===== src/rtl/pool_pkg.sv =====
// Shared types and helpers for the max-pooling sequencer: FSM state encoding,
// window-size limits and the signed compare used by the running max.
package pool_pkg;

    localparam int K_MAX  = 4;
    localparam int ELEM_W = $clog2(K_MAX * K_MAX);

    typedef enum logic [2:0] {
        IDLE,
        CLEAR,
        ACCUM,
        WAIT,
        EMIT,
        FIN
    } state_t;

    // Callers sign-extend into int so one helper serves any data width up to 32.
    function automatic int signed_max(input int a, input int b);
        return (a > b) ? a : b;
    endfunction

    // Out-of-range edges are clamped (0 -> 1, >K_MAX -> K_MAX) before squaring.
    function automatic logic [ELEM_W-1:0] last_elem_idx(input logic [2:0] k);
        int kc;
        kc = (k == 3'd0) ? 1 : ((int'(k) > K_MAX) ? K_MAX : int'(k));
        return ELEM_W'(kc * kc - 1);
    endfunction

endpackage


===== src/rtl/pool_win_counter.sv =====
// Element-within-window and window-within-job counters with the position flags
// the sequencer needs to decide first/last element and last window.
module pool_win_counter
    import pool_pkg::*;
#(
    parameter int CNT_W = 16
) (
    input  logic              clk,
    input  logic              master_rst,
    input  logic              clr,
    input  logic              elem_inc,
    input  logic              win_inc,
    input  logic [ELEM_W-1:0] last_idx,
    input  logic [CNT_W-1:0]  num_win,
    output logic              first_elem,
    output logic              last_elem,
    output logic              last_win
);

    logic [ELEM_W-1:0] elem_cnt;
    logic [CNT_W-1:0]  win_cnt;

    // NOTE: state registers use non-blocking assignments so every flop samples pre-edge values.
    always_ff @(posedge clk or posedge master_rst) begin
        if (master_rst) begin
            elem_cnt <= '0;
            win_cnt  <= '0;
        end else if (clr) begin
            elem_cnt <= '0;
            win_cnt  <= '0;
        end else begin
            if (elem_inc)
                elem_cnt <= last_elem ? '0 : elem_cnt + 1'b1;
            if (win_inc)
                win_cnt <= win_cnt + 1'b1;
        end
    end

    assign first_elem = (elem_cnt == '0);
    assign last_elem  = (elem_cnt == last_idx);
    assign last_win   = (win_cnt == num_win - 1'b1);

endmodule


===== src/rtl/maxpool_seq_ctrl.sv =====
// Max-pooling sequencer: drives an external max register per window and emits one
// pooled value per window. Define POOL_RELU_EN to clamp negative pooled values to 0.
module maxpool_seq_ctrl
    import pool_pkg::*;
#(
    parameter int N     = 8,
    parameter int CNT_W = 16
) (
    input  logic             clk,
    input  logic             master_rst,
    input  logic             start,
    input  logic [2:0]       cfg_k,
    input  logic [CNT_W-1:0] cfg_num_win,
    output logic             busy,
    output logic             done,
    input  logic             in_valid,
    input  logic [N-1:0]     in_data,
    output logic             in_ready,
    output logic             mr_ce,
    output logic             mr_rst_m,
    output logic [N-1:0]     mr_din,
    input  logic [N-1:0]     mr_q,
    output logic             out_valid,
    output logic [N-1:0]     out_data,
    input  logic             out_ready
);

    state_t            state;
    logic [ELEM_W-1:0] last_idx_q;
    logic [CNT_W-1:0]  num_win_q;
    logic              hs;
    logic              first_elem;
    logic              last_elem;
    logic              last_win;
    logic [N-1:0]      pooled;

    assign hs = in_valid & in_ready;

    // The max register must see the compare in the handshake cycle so back-to-back
    // pixels chain through mr_q; hence these three are decoded, not registered.
    assign mr_ce    = hs | (state == CLEAR);
    assign mr_rst_m = (state == CLEAR);
    assign mr_din   = !hs        ? '0 :
                      first_elem ? in_data :
                                   N'(signed_max(int'($signed(in_data)), int'($signed(mr_q))));

`ifdef POOL_RELU_EN
    assign pooled = mr_q[N-1] ? '0 : mr_q;
`else
    assign pooled = mr_q;
`endif

    pool_win_counter #(.CNT_W(CNT_W)) u_cnt (
        .clk        (clk),
        .master_rst (master_rst),
        .clr        (state == CLEAR),
        .elem_inc   (hs),
        .win_inc    ((state == EMIT) && out_ready),
        .last_idx   (last_idx_q),
        .num_win    (num_win_q),
        .first_elem (first_elem),
        .last_elem  (last_elem),
        .last_win   (last_win)
    );

    always_ff @(posedge clk or posedge master_rst) begin
        if (master_rst) begin
            state      <= IDLE;
            busy       <= 1'b0;
            done       <= 1'b0;
            in_ready   <= 1'b0;
            out_valid  <= 1'b0;
            out_data   <= '0;
            last_idx_q <= '0;
            num_win_q  <= '0;
        end else begin
            done <= 1'b0;
            case (state)
                IDLE: if (start) begin
                    busy       <= 1'b1;
                    last_idx_q <= last_elem_idx(cfg_k);
                    num_win_q  <= cfg_num_win;
                    if (cfg_num_win == '0) begin
                        state <= FIN;
                        done  <= 1'b1;
                    end else begin
                        state <= CLEAR;
                    end
                end
                CLEAR: begin
                    state    <= ACCUM;
                    in_ready <= 1'b1;
                end
                ACCUM: if (hs && last_elem) begin
                    state    <= WAIT;
                    in_ready <= 1'b0;
                end
                // mr_q now holds the window max; capture it for the whole EMIT phase.
                WAIT: begin
                    state     <= EMIT;
                    out_valid <= 1'b1;
                    out_data  <= pooled;
                end
                EMIT: if (out_ready) begin
                    out_valid <= 1'b0;
                    if (last_win) begin
                        state <= FIN;
                        done  <= 1'b1;
                    end else begin
                        state    <= ACCUM;
                        in_ready <= 1'b1;
                    end
                end
                FIN: begin
                    state <= IDLE;
                    busy  <= 1'b0;
                end
                default: state <= IDLE;
            endcase
        end
    end

endmodule


===== config.mk =====
export PLATFORM = sky130hd
export DESIGN_NAME = maxpool_seq_ctrl
export DESIGN_NICKNAME = d
export VERILOG_FILES = /design/src/rtl/pool_pkg.sv /design/src/rtl/pool_win_counter.sv /design/src/rtl/maxpool_seq_ctrl.sv
export SDC_FILE = /design/constraint.sdc
export NUM_CORES = 1
export LEC_CHECK = 0
export CELL_PAD_IN_SITES_DETAIL_PLACEMENT = 0
export CELL_PAD_IN_SITES_GLOBAL_PLACEMENT = 2
export CORE_MARGIN = 2
export CORE_UTILIZATION = 33
export DETAILED_ROUTE_END_ITERATION = 8
export GPL_TIMING_DRIVEN = 1
export PLACE_DENSITY = 0.77
export SYNTH_ARGS = -nofsm -noshare
export SYNTH_HDL_FRONTEND = slang
export SYNTH_HIERARCHICAL = 1
export SYNTH_SLANG_ARGS = --single-unit

===== constraint.sdc =====
create_clock -name clk -period 3.7 [get_ports clk]
set_clock_uncertainty 0.2 [all_clocks]
set_input_delay 0.555 -clock clk [delete_from_list [all_inputs] [get_ports clk]]
set_output_delay 0.555 -clock clk [all_outputs]
set_load 0.01 [all_outputs]

==> results.md <==
- Filler instances: around 1100
- Worst hold slack: 246 ps
- Reg area: about 1400 sq um
- Comb power frac: 0.474
- Worst-Skew Late Latency: approximately 310 ps
- Power per cell area: 579 nW/um^2
- Layout cells sized above 1: 0.121
- Crit path cell chain: clkdlybuf4s50_1, inv_1, ha_1, nand4_4, nor2_1, a221oi_4, o21ai_0, nand2_1, clkdlybuf4s50_1
- Worst path bufs/invs: 3
- Leakage power: about 2 nW
- Max_cap viols: 0
- CTS root buffer: clkbuf_8
- Synth unique cells: 62
- Post-Route WL: between 9000 and 10000 um
- Ys async rst share: 1.00
- Final net count: 531
- Total negative setup slack: 0 ps
- FF+latch count, synth: 54
- Post-route total power: about 2.7 mW
- Clock network power share: 0.134
- Status: finished, final reports clean
- Hold Crit Class: input port to async pin
- IO Count: 62
- Htree depth: 2
- Syn. warnings: 6
- Via count: 3168
- Max Fclk: around 0.27 GHz
- Top cell type's share of synthesized area: 0.369
- Synthesized area: between 3000 and 4000 sq um
- # port buffers: 61
- Avg Synthesized Cell Area: 8.92 sq um
- Final hold violations: 0
- Pin count of the biggest net entering global routing: 32
- Most frequent CP cell: clkdlybuf4s50_1
- DPL Wire Length: around 7400 um
- Post-detailed-route wirelength per cell: approximately 16 um
- Longest Clk Path Bufs: 2
- Die Wd: roughly 110 um
- Peak VDD IR: between 0.0002 and 0.00025 V
- Core Util, Final: 0.427
- Synthesized Nets: roughly 460
- Unrepaired setup endpoints after global routing: yes
- CP Capture Type: output pin
- Starting density of the core: 0.338
- Clock slew at reported path FFs: ~100 ps
- Die area: approximately 12000 sq um
- DRT iter0 DRCs: 153
- EDFF count, synth: 0
- Fin. max-slew vios: 0
- Final worst-path cycle share: 0.988
- Final GP Congestion: 0.821
- Psw: between 1 and 1.5 mW
- CTS Buf Count: 5
- P_int: between 1.5 and 2 mW
- Antenna cells: 0
- Initial antenna violation count: 0
- GRT Residual Overflow: 0
- Crit path time final: between 3000 and 4000 ps
- Seq pwr share: 0.392
- Sequential area share after synthesis: 0.369
- First-pass GRT wire length: roughly 16000 um
- Vias per cell: ~5.1
- Area Growth Syn to Fin: 26.4%
- Max-slew headroom: 0.379
- Worst Max-Slew Pin Slew: a little over 900 ps
- Synth top area cells: dfrtp_1 37%, xor2_1 6.0%, mux2_1 5.2%, nand2_1 5.1%, a21oi_1 4.8%
- Sw frac: 0.422
- WS Path Type: input port to output pin
- CP Data Arrival Time: 2900 ps
- Row count: 38
- # setup viols final: 0
- Area of the multi-input gates: approximately 2200 sq um
- Final ANT Viol Nets: 0
- Most frequent cells after synthesis: 54 x dfrtp_1, 50 x nand2_1, 35 x a21oi_1, 34 x nor2_1, 25 x xor2_1
- Cell with the most instances after synthesis: dfrtp_1
- Worst-path fanout max: 8
- CTS Sinks: 54
- Post-route DRC: 0
- Worst Setup Start Kind: input port
- Synth area leader: dfrtp_1
- Crit-path leading delay family: buffers and inverters
- Cells after Synth: ~410
- Core area: between 10000 and 15000 sq um
- CTS tree: built
- Critical path's slowest cell: clkdlybuf4s50_1
- Ys flop type: dfrtp_1
- Global router's overall resource usage: 0.168
- CP required: 2940 ps
- Vias in the first global route: 3139
- Die Y: about 110 um
- Slowest stage delay, CP: 530 ps
- Drt first pass iters: 8
## per-stage QoR
step | setup slack, ps | cell area, sq um | cells
2_1_floorplan | 1030 | 3660 | 411
3_3_place_gp | -4.80 | 4480 | 611
3_5_place_dp | -11.4 | 4480 | 611
4_1_cts | -12.5 | 4580 | 619
5_1_grt | -83.7 | 4630 | 620
6_report | 44.3 | 4630 | 620
## power by group through the flow
| stage | registers (mW) | logic, mW | clock network [mW] |
|---|---|---|---|
| global route | 1.09 | 1.41 | 0.399 |
| global placement | 1.06 | 1.26 | 0 |
| detailed placement | 1.07 | 1.26 | 0 |
| finish | 1.05 | 1.27 | 0.360 |
| floorplan | 1.00 | 0.874 | 0 |
| CTS | 1.05 | 1.27 | 0.381 |
## final timing paths
kind	cells after the start	endpoint	start	slack, ps
max	9	mr_din[7]	mr_q[2]	40
min in group clk	2	out_data[3]	out_data[3]	310
max reg2reg	11	state[2]	num_win_q[0]	570
min	2	last_idx_q[2]	master_rst	250
max in group asynchronous	2	u_cnt/win_cnt[9]	master_rst	2280
min reg2reg	2	out_data[3]	out_data[3]	310
## layout by cell type (no fill, tap or decap), drive strengths merged, types with 5 or more instances in the layout
cell type | synthesis | routed
or4 | 5 | 5
nand2 | 51 | 51
a21oi | 35 | 35
inv | 23 | 24
mux2 | 19 | 19
clkbuf | 5 | 5
nor4 | 10 | 10
nor3 | 24 | 24
nand2b | 5 | 5
xor2 | 25 | 25
nor2 | 34 | 34
ha | 12 | 12
dfrtp | 54 | 54
xnor2 | 13 | 13
dlymetal6s2s | 0 | 5
buf | 10 | 15
clkdlybuf4s50 | 0 | 56
o21ai | 35 | 35
nand4 | 7 | 7
## worst reg2reg max path: cells and delay by family (launching register included)
family                   cells  cell delay, ps
AO/OA/AOI/OAI                4             740
XOR/XNOR                     1             110
adder cells (fa/ha/maj)      1             230
buffers and inverters        1              80
flip-flops                   1             450
AND/OR/NAND/NOR              4            1230
## sequential cells by signal, summed over array words and instances, names as in the netlist, 3 cells and up
signal,count
num_win_q,16
u_cnt/win_cnt,16
out_data,8
u_cnt/elem_cnt,4
last_idx_q,3
state,3
## kinds of logic after synthesis
group,count (synthesis),synth area share
flip-flops,54,0.369
AO/OA/AOI/OAI,88,0.154
buffers and inverters,38,0.0454
AND/OR/NAND/NOR,161,0.239
multiplexers,20,0.0611
adder cells (fa/ha/maj),12,0.0410
XOR/XNOR,38,0.0908
## what timing repair did
action	CTS	global route
pin swaps	1	2
cloned	0	0
hold buffers	0	0
gates resized for setup	1	16
setup endpoints to repair	3	8
setup buffers	0	1
## layout make-up
class / instances / area share
multi-input combinational: 319 / 0.472
sequential: 54 / 0.292
timing repair buffer: 76 / 0.159
tap: 140 / 0.0378
inverter: 23 / 0.0186
clock buffer: 5 / 0.0149
clock inverter: 3 / 0.00621
## routing by layer
layer / vias up / GRT usage / part of all wire
li1: 1580 / - / -
met1: 1514 / 0.229 / 0.49
met2: 65 / 0.280 / 0.46
met3: 9 / 0.0279 / 0.041
met4: 0 / 0.0389 / 0.010
met5: - / 0 / 0
No activity file was read; power rests on OpenSTA's default activity.
